**src/rtl/sram_wb_pkg.sv**
```systemverilog
// sram_wb_pkg: shared types and constants for the SRAM strobe/nak responder
package sram_wb_pkg;
  localparam int DATA_W = 48;
  localparam int BE_W = 6;
  localparam int WB_BE_W = 4;
  localparam int CNT_W = 4;
  typedef enum logic [1:0] {IDLE, SETUP, ACCESS, DONE} state_t;
  typedef struct packed {
    logic ce_n;
    logic oe_n;
    logic we_n;
    logic [BE_W-1:0] be_n;
    logic dq_oe;
  } sram_ctl_t;
  localparam sram_ctl_t SRAM_CTL_RST = '{ce_n: 1'b1, oe_n: 1'b1, we_n: 1'b1, be_n: {BE_W{1'b1}}, dq_oe: 1'b0};
endpackage

```
**src/rtl/sram_wb_responder_if.sv**
```systemverilog
// sram_wb_responder_if: single-outstanding strobe/nak request bus
interface sram_wb_responder_if;
  import sram_wb_pkg::*;
  logic stb;
  logic [31:0] addr;
  logic [WB_BE_W-1:0] we;
  logic [31:0] din;
  logic [DATA_W-1:0] dout;
  logic nak;
  modport master (output stb, addr, we, din, input dout, nak);
  modport slave (input stb, addr, we, din, output dout, nak);
endinterface

```
**src/rtl/sram_wb_readbuf.sv**
```systemverilog
// sram_wb_readbuf: one-entry read buffer (valid, address tag, data) with write invalidate
module sram_wb_readbuf
  import sram_wb_pkg::*;
#(
  parameter int ADDR_BITS = 20
) (
  input  logic                 clk,
  input  logic                 rst_n,
  input  logic [ADDR_BITS-1:0] addr,
  input  logic                 inval,
  output logic                 hit,
  input  logic                 fill,
  input  logic [ADDR_BITS-1:0] fill_addr,
  input  logic [DATA_W-1:0]    fill_data,
  output logic [DATA_W-1:0]    data
);
  logic valid_q, valid_d;
  logic [ADDR_BITS-1:0] tag_q, tag_d;
  logic [DATA_W-1:0] data_q, data_d;
  assign hit = valid_q && tag_q == addr;
  assign data = data_q;
  always_comb begin
    valid_d = fill ? 1'b1 : (inval && hit) ? 1'b0 : valid_q;
    tag_d = fill ? fill_addr : tag_q;
    data_d = fill ? fill_data : data_q;
  end
  always_ff @(posedge clk or negedge rst_n)
    if (!rst_n) begin
      valid_q <= 1'b0;
      tag_q <= '0;
      data_q <= '0;
    end else begin
      valid_q <= valid_d;
      tag_q <= tag_d;
      data_q <= data_d;
    end
endmodule

```
**src/rtl/sram_wb_responder.sv**
```systemverilog
// sram_wb_responder: strobe/nak bus to async 48-bit SRAM bridge; SRAM_WB_READBUF_EN adds a one-entry read buffer
module sram_wb_responder
  import sram_wb_pkg::*;
#(
  parameter int ADDR_BITS = 20,
  parameter int WAIT_CYCLES = 2
) (
  input  logic                 clk,
  input  logic                 rst_n,
  sram_wb_responder_if.slave   wb,
  output logic [ADDR_BITS-1:0] sram_addr,
  input  logic [DATA_W-1:0]    sram_dq_i,
  output logic [DATA_W-1:0]    sram_dq_o,
  output logic                 sram_dq_oe,
  output logic                 sram_ce_n,
  output logic                 sram_oe_n,
  output logic                 sram_we_n,
  output logic [BE_W-1:0]      sram_be_n
);
  state_t state_q, state_d;
  logic [CNT_W-1:0] cnt_q, cnt_d;
  logic [ADDR_BITS-1:0] addr_q, addr_d;
  logic [WB_BE_W-1:0] we_q, we_d;
  logic [31:0] din_q, din_d;
  logic hit_q, hit_d;
  logic nak_q, nak_d;
  logic [DATA_W-1:0] dout_q, dout_d;
  sram_ctl_t ctl_q, ctl_d;
  logic wr, rd_hit, buf_hit, fill;
  logic [DATA_W-1:0] buf_data;
  logic unused_addr;
  assign wr = |we_q;
  assign rd_hit = ~|wb.we && buf_hit;
  assign fill = state_q == DONE && !wr && !hit_q;
  assign unused_addr = ^wb.addr[31:ADDR_BITS];
`ifdef SRAM_WB_READBUF_EN
  sram_wb_readbuf #(.ADDR_BITS(ADDR_BITS)) u_readbuf (
    .clk(clk),
    .rst_n(rst_n),
    .addr(wb.addr[ADDR_BITS-1:0]),
    .inval(state_q == IDLE && wb.stb && |wb.we),
    .hit(buf_hit),
    .fill(fill),
    .fill_addr(addr_q),
    .fill_data(sram_dq_i),
    .data(buf_data)
  );
`else
  assign buf_hit = 1'b0;
  assign buf_data = '0;
`endif
  always_comb begin
    state_d = state_q;
    cnt_d = cnt_q;
    addr_d = addr_q;
    we_d = we_q;
    din_d = din_q;
    hit_d = hit_q;
    nak_d = 1'b1;
    dout_d = dout_q;
    ctl_d = SRAM_CTL_RST;
    case (state_q)
      IDLE: if (wb.stb) begin
        addr_d = wb.addr[ADDR_BITS-1:0];
        we_d = wb.we;
        din_d = wb.din;
        hit_d = rd_hit;
        state_d = rd_hit ? DONE : SETUP;
      end
      SETUP: begin
        cnt_d = CNT_W'(WAIT_CYCLES - 1);
        state_d = ACCESS;
        ctl_d.ce_n = 1'b0;
        ctl_d.be_n = wr ? {2'b11, ~we_q} : '0;
        ctl_d.dq_oe = wr;
      end
      ACCESS: begin
        cnt_d = cnt_q - 1'b1;
        state_d = cnt_q == '0 ? DONE : ACCESS;
        ctl_d.ce_n = 1'b0;
        ctl_d.be_n = ctl_q.be_n;
        ctl_d.oe_n = wr;
        ctl_d.we_n = !wr;
        ctl_d.dq_oe = wr;
      end
      DONE: begin
        state_d = IDLE;
        nak_d = 1'b0;
        ctl_d.ce_n = ctl_q.ce_n;
        ctl_d.be_n = ctl_q.be_n;
        ctl_d.dq_oe = ctl_q.dq_oe;
        dout_d = hit_q ? buf_data : wr ? dout_q : sram_dq_i;
      end
    endcase
  end
  always_ff @(posedge clk or negedge rst_n)
    if (!rst_n) begin
      state_q <= IDLE;
      cnt_q <= '0;
      addr_q <= '0;
      we_q <= '0;
      din_q <= '0;
      hit_q <= 1'b0;
      nak_q <= 1'b1;
      dout_q <= '0;
      ctl_q <= SRAM_CTL_RST;
    end else begin
      state_q <= state_d;
      cnt_q <= cnt_d;
      addr_q <= addr_d;
      we_q <= we_d;
      din_q <= din_d;
      hit_q <= hit_d;
      nak_q <= nak_d;
      dout_q <= dout_d;
      ctl_q <= ctl_d;
    end
  assign wb.nak = nak_q;
  assign wb.dout = dout_q;
  assign sram_addr = addr_q;
  assign sram_dq_o = {{(DATA_W-32){1'b0}}, din_q};
  assign sram_dq_oe = ctl_q.dq_oe;
  assign sram_ce_n = ctl_q.ce_n;
  assign sram_oe_n = ctl_q.oe_n;
  assign sram_we_n = ctl_q.we_n;
  assign sram_be_n = ctl_q.be_n;
endmodule

```
**src/flat_wrapper.sv**
```systemverilog
// flat-port wrapper written by rule: the top's interface ports become plain ports
module sram_wb_responder_flat import sram_wb_pkg::*;
#(
  parameter int ADDR_BITS = 20,
  parameter int WAIT_CYCLES = 2
)
  (clk, rst_n, sram_addr, sram_dq_i, sram_dq_o, sram_dq_oe, sram_ce_n, sram_oe_n, sram_we_n, sram_be_n, wb_stb, wb_addr, wb_we, wb_din, wb_dout, wb_nak);
  sram_wb_responder_if wb_i ();
  input  logic clk;
  input  logic rst_n;
  output logic [ADDR_BITS-1:0] sram_addr;
  input  logic [DATA_W-1:0] sram_dq_i;
  output logic [DATA_W-1:0] sram_dq_o;
  output logic sram_dq_oe;
  output logic sram_ce_n;
  output logic sram_oe_n;
  output logic sram_we_n;
  output logic [BE_W-1:0] sram_be_n;
  input wire logic [$bits(wb_i.stb)-1:0] wb_stb;
  input wire logic [$bits(wb_i.addr)-1:0] wb_addr;
  input wire logic [$bits(wb_i.we)-1:0] wb_we;
  input wire logic [$bits(wb_i.din)-1:0] wb_din;
  output wire logic [$bits(wb_i.dout)-1:0] wb_dout;
  output wire logic [$bits(wb_i.nak)-1:0] wb_nak;
  assign wb_i.stb = wb_stb;
  assign wb_i.addr = wb_addr;
  assign wb_i.we = wb_we;
  assign wb_i.din = wb_din;
  assign wb_dout = wb_i.dout;
  assign wb_nak = wb_i.nak;
  sram_wb_responder #(.ADDR_BITS(ADDR_BITS), .WAIT_CYCLES(WAIT_CYCLES)) u_core (.clk(clk), .rst_n(rst_n), .wb(wb_i), .sram_addr(sram_addr), .sram_dq_i(sram_dq_i), .sram_dq_o(sram_dq_o), .sram_dq_oe(sram_dq_oe), .sram_ce_n(sram_ce_n), .sram_oe_n(sram_oe_n), .sram_we_n(sram_we_n), .sram_be_n(sram_be_n));
endmodule
```
**config.mk**
```make
export PLATFORM = sky130hd
export DESIGN_NAME = sram_wb_responder_flat
export DESIGN_NICKNAME = d
export VERILOG_FILES = /design/src/rtl/sram_wb_pkg.sv /design/src/rtl/sram_wb_responder_if.sv /design/src/rtl/sram_wb_readbuf.sv /design/src/rtl/sram_wb_responder.sv /design/src/flat_wrapper.sv
export SDC_FILE = /design/constraint.sdc
export NUM_CORES = 1
export LEC_CHECK = 0
export BUFFER_PORTS_ARGS = -buffer_cell sky130_fd_sc_hd__buf_2
export CAP_MARGIN = 20
export CORE_MARGIN = 2
export CORE_UTILIZATION = 47
export CTS_BUF_LIST = sky130_fd_sc_hd__clkbuf_4 sky130_fd_sc_hd__clkbuf_8
export CTS_CLUSTER_SIZE = 16
export DETAILED_ROUTE_END_ITERATION = 10
export PLACE_DENSITY = 0.78
export SYNTH_ARGS = -nofsm -noshare
export SYNTH_HDL_FRONTEND = slang
export SYNTH_SLANG_ARGS = --single-unit
```
**constraint.sdc**
```tcl
create_clock -name clk -period 2 [get_ports clk]
set_input_delay 0.4 -clock clk [delete_from_list [all_inputs] [get_ports clk]]
set_output_delay 0.4 -clock clk [all_outputs]
set_load 0.005 [all_outputs]
```
==> summary.md <==
| Metric | Value |
|---|---|
| Run status | finished, final reports clean |
| Largest net degree at the start of global routing | ~120 |
| Clock latency on the worst-skew pair | 0.41 ns |
| CP Buf/Inv Count | 1 |
| Design Power | 10.46 mW |
| Main synth FF type | dfrtp_1 |
| Hold buffers post-CTS | 0 |
| Final setup vio count | 0 |
| Post-Syn Instances | 306 |
| Mapped Area | a little under 5000 sq um |
| Min Hold Slack | 0.04259 ns |
| Layout cells sized above 1 | slightly below 70% |
| TritonRoute pass-1 iters | 4 |
| Global-route wire length before repair | 16620 um |
| Worst setup SP type | register |
| Fmax | 0.5868 GHz |
| Post-detail-place hpwl | around 7700 um |
| Area taken by multi-input logic gates | 1640 sq um |
| Fin. Hold Viols | 0 |
| Final GP Congestion | just over 0.7 |
| H-Tree Depth | 4 |
| Synth unique cells | 28 |
| CTS Buffer Depth | 2 |
| Starting Density | 48.91% |
| Crit path DAT | about 2.0 ns |
| Antenna Violating Nets Remaining | 0 |
| WL/cell | ~15 um |
| CP Class | reg -> reg |
| Core Area | about 9900 sq um |
| CTS root buf | clkbuf_8 |
| PostCTS Resize Cnt | 0 |
| # nets final | 659 |
| Cell family with most CP delay | flip-flops |
| Vias per inst | 4.721 |
| Crit share post-route | 85.20% |
| CTS tree | built |
| Post-synth top cells | dfrtp_1, mux2_2, mux2_4 |
| Die width | 105.3 um |
| Overflow after GRT | 0 |
| Post-synthesis sequential area ratio | 62.47% |
| Placed cell count | 647 |
| Final core utilization | between 60% and 70% |
| Port Buf Inserts | around 220 |
| Layout area overhead | 34.85% |
| Final Skew | 0.008457 ns |
| Ys async rst share | 100.0% |
| RSZ-0062 raised after global routing | false |
| Critical path's slowest cell | dfrtp_1 |
| Warnings, synthesis | 0 |
| Worst-path clk slew | 0.07 ns |
| Setup crit end kind | register |
| Initial drt markers | 99 |
| Leakage | 3.284 nW |
| Cell Pwr Density | 1607 nW/um^2 |
| Postcts setup bufs | 0 |
| Worst rel slew slack | 56.78% |
| Total of max-cap violations | 0 |
| # DRC | 0 |
| Fin crit period | 1.704 ns |
| Fill cell count | about 760 |
| Yosys top cell by area | dfrtp_1 |
| Hold Crit Class | in -> async |
| Cts bufs inserted | 17 |
| Max-slew violations | 0 |
| Max incr delay on CP | 0.40 ns |
| Setup TNS | 0 ns |
| Vias in the first global route | 3349 |
| Largest cells by area after synthesis | dfrtp_1, mux2_2, mux2_4, dfstp_2, buf_4 |
| Critical Path RT | 2.29 ns |
| #FFs+latches synth | between 100 and 150 |
| Area of the die | 11090 sq um |
| CP Max Fanout | 22 |
| Worst-Margin Slew | 0.6482 ns |
| Worst path cell trace | ha_1 > nand2_2 > buf_12 > mux2_2 |
| VDD IR-drop max | 0.0009149 V |
| FP Rows | 36 |
| Synth Area per Inst | approximately 16 sq um |
| Sequential cell area | 3014 sq um |
| I/O pins | 246 |
| Post-Route WL | 10480 um |
| All-Layer GR Usage | 19.30% |
| Initial antenna violation count | 1 |
| Die extent in y | 105.3 um |
| Via count | 3210 |
| Post-synth EDFFs | 0 |
| Finished Layout Cells | just under 700 |
| Share of the synthesized area in the top cell type | roughly 58% |
| Count leader, synth | dfrtp_1 |
| Clk sinks | 120 |
## registers in the layout (all words and copies together) (netlist names)
register and cells:
u_core.wb.dout 48, u_core.din_q 32, u_core.sram_addr 20, u_core.sram_be_n 5
u_core.cnt_q 4, u_core.we_q 4, u_core.state_q 2, u_core.sram_ce_n 1
u_core.sram_dq_oe 1, u_core.sram_oe_n 1, u_core.sram_we_n 1, u_core.wb.nak 1
## per-stage QoR
| step | instance area, sq um | setup slack (ns) |
|---|---|---|
| 2_1_floorplan | 4881 | 0.2905 |
| 3_3_place_gp | 6027 | 0.3155 |
| 3_5_place_dp | 6027 | 0.2926 |
| 4_1_cts | 6504 | 0.2829 |
| 5_1_grt | 6504 | 0.1368 |
| 6_report | 6506 | 0.2959 |
## layout by cell type, fill, tap and decap left out, drive strengths merged
master / Yosys / final
o22a: 4 / 4
dfstp: 9 / 9
ha: 7 / 7
a31oi: 1 / 1
a21oi: 1 / 1
o311ai: 1 / 1
o2bb2ai: 1 / 1
nand3: 1 / 1
diode: 0 / 1
nand3b: 2 / 2
nor2: 7 / 7
buf: 26 / 223
a311oi: 1 / 1
nor2b: 1 / 1
o21ai: 4 / 4
bufinv: 0 / 5
clkbuf: 4 / 24
nand2b: 2 / 2
nor4: 1 / 1
o31ai: 1 / 1
clkinv: 0 / 3
nand2: 7 / 7
inv: 6 / 6
mux2: 106 / 106
or3: 1 / 1
conb: 1 / 16
dfrtp: 111 / 111
## layer usage
metal  GRT usage, %  part of all wire, %
met1          22.12                   39
met2          33.09                   51
met3          7.174                  8.3
met4          6.857                  1.2
met5              0                    0
## logic make-up after synthesis
logic type,count (synthesis),synth area share [%]
AOI/OAI and AO/OA,14,2.075
buffers and inverters,36,4.746
other,1,0.07773
DFF,120,62.47
muxes,106,26.30
and+or+nand+nor,22,2.516
adders and majority gates,7,1.815
## final timing paths
| kind | startpoint | endpoint | slack [ns] | cells after the start |
|---|---|---|---|---|
| setup / recovery | u_core.state_q[0]$_DFFE_PN0P_ | u_core.wb.dout[6]$_DFFE_PN0P_ | 0.30 | 4 |
| hold / removal | rst_n | u_core.wb.dout[39]$_DFFE_PN0P_ | 0.04 | 2 |
| setup reg to reg | u_core.state_q[0]$_DFFE_PN0P_ | u_core.wb.dout[6]$_DFFE_PN0P_ | 0.30 | 4 |
| hold reg to reg | u_core.sram_dq_oe$_DFFE_PN0N_ | u_core.sram_dq_oe$_DFFE_PN0N_ | 0.48 | 2 |
| max in group asynchronous | rst_n | u_core.din_q[31]$_DFFE_PN0P_ | 1.44 | 2 |
| min in group clk | wb_addr[5] | u_core.sram_addr[5]$_DFFE_PN0P_ | 0.21 | 2 |
## where the power goes
group / switching [mW] / internal, mW / total, mW
clock network: 0.900 / 1.66 / 2.56
logic: 1.46 / 2.15 / 3.61
registers: 0.614 / 3.68 / 4.29
total: 2.97 / 7.49 / 10.5
## area by class of cell
| cell class | count | area share [%] |
|---|---|---|
| sequential | 120 | 46.33 |
| multi-input combinational | 165 | 25.21 |
| timing repair buffer | 223 | 18.19 |
| clock buffer | 24 | 4.788 |
| tap | 133 | 2.558 |
| clock inverter | 8 | 2.538 |
| inverter | 6 | 0.3462 |
| antenna | 1 | 0.03846 |
Power figures use the tool's default switching activity.
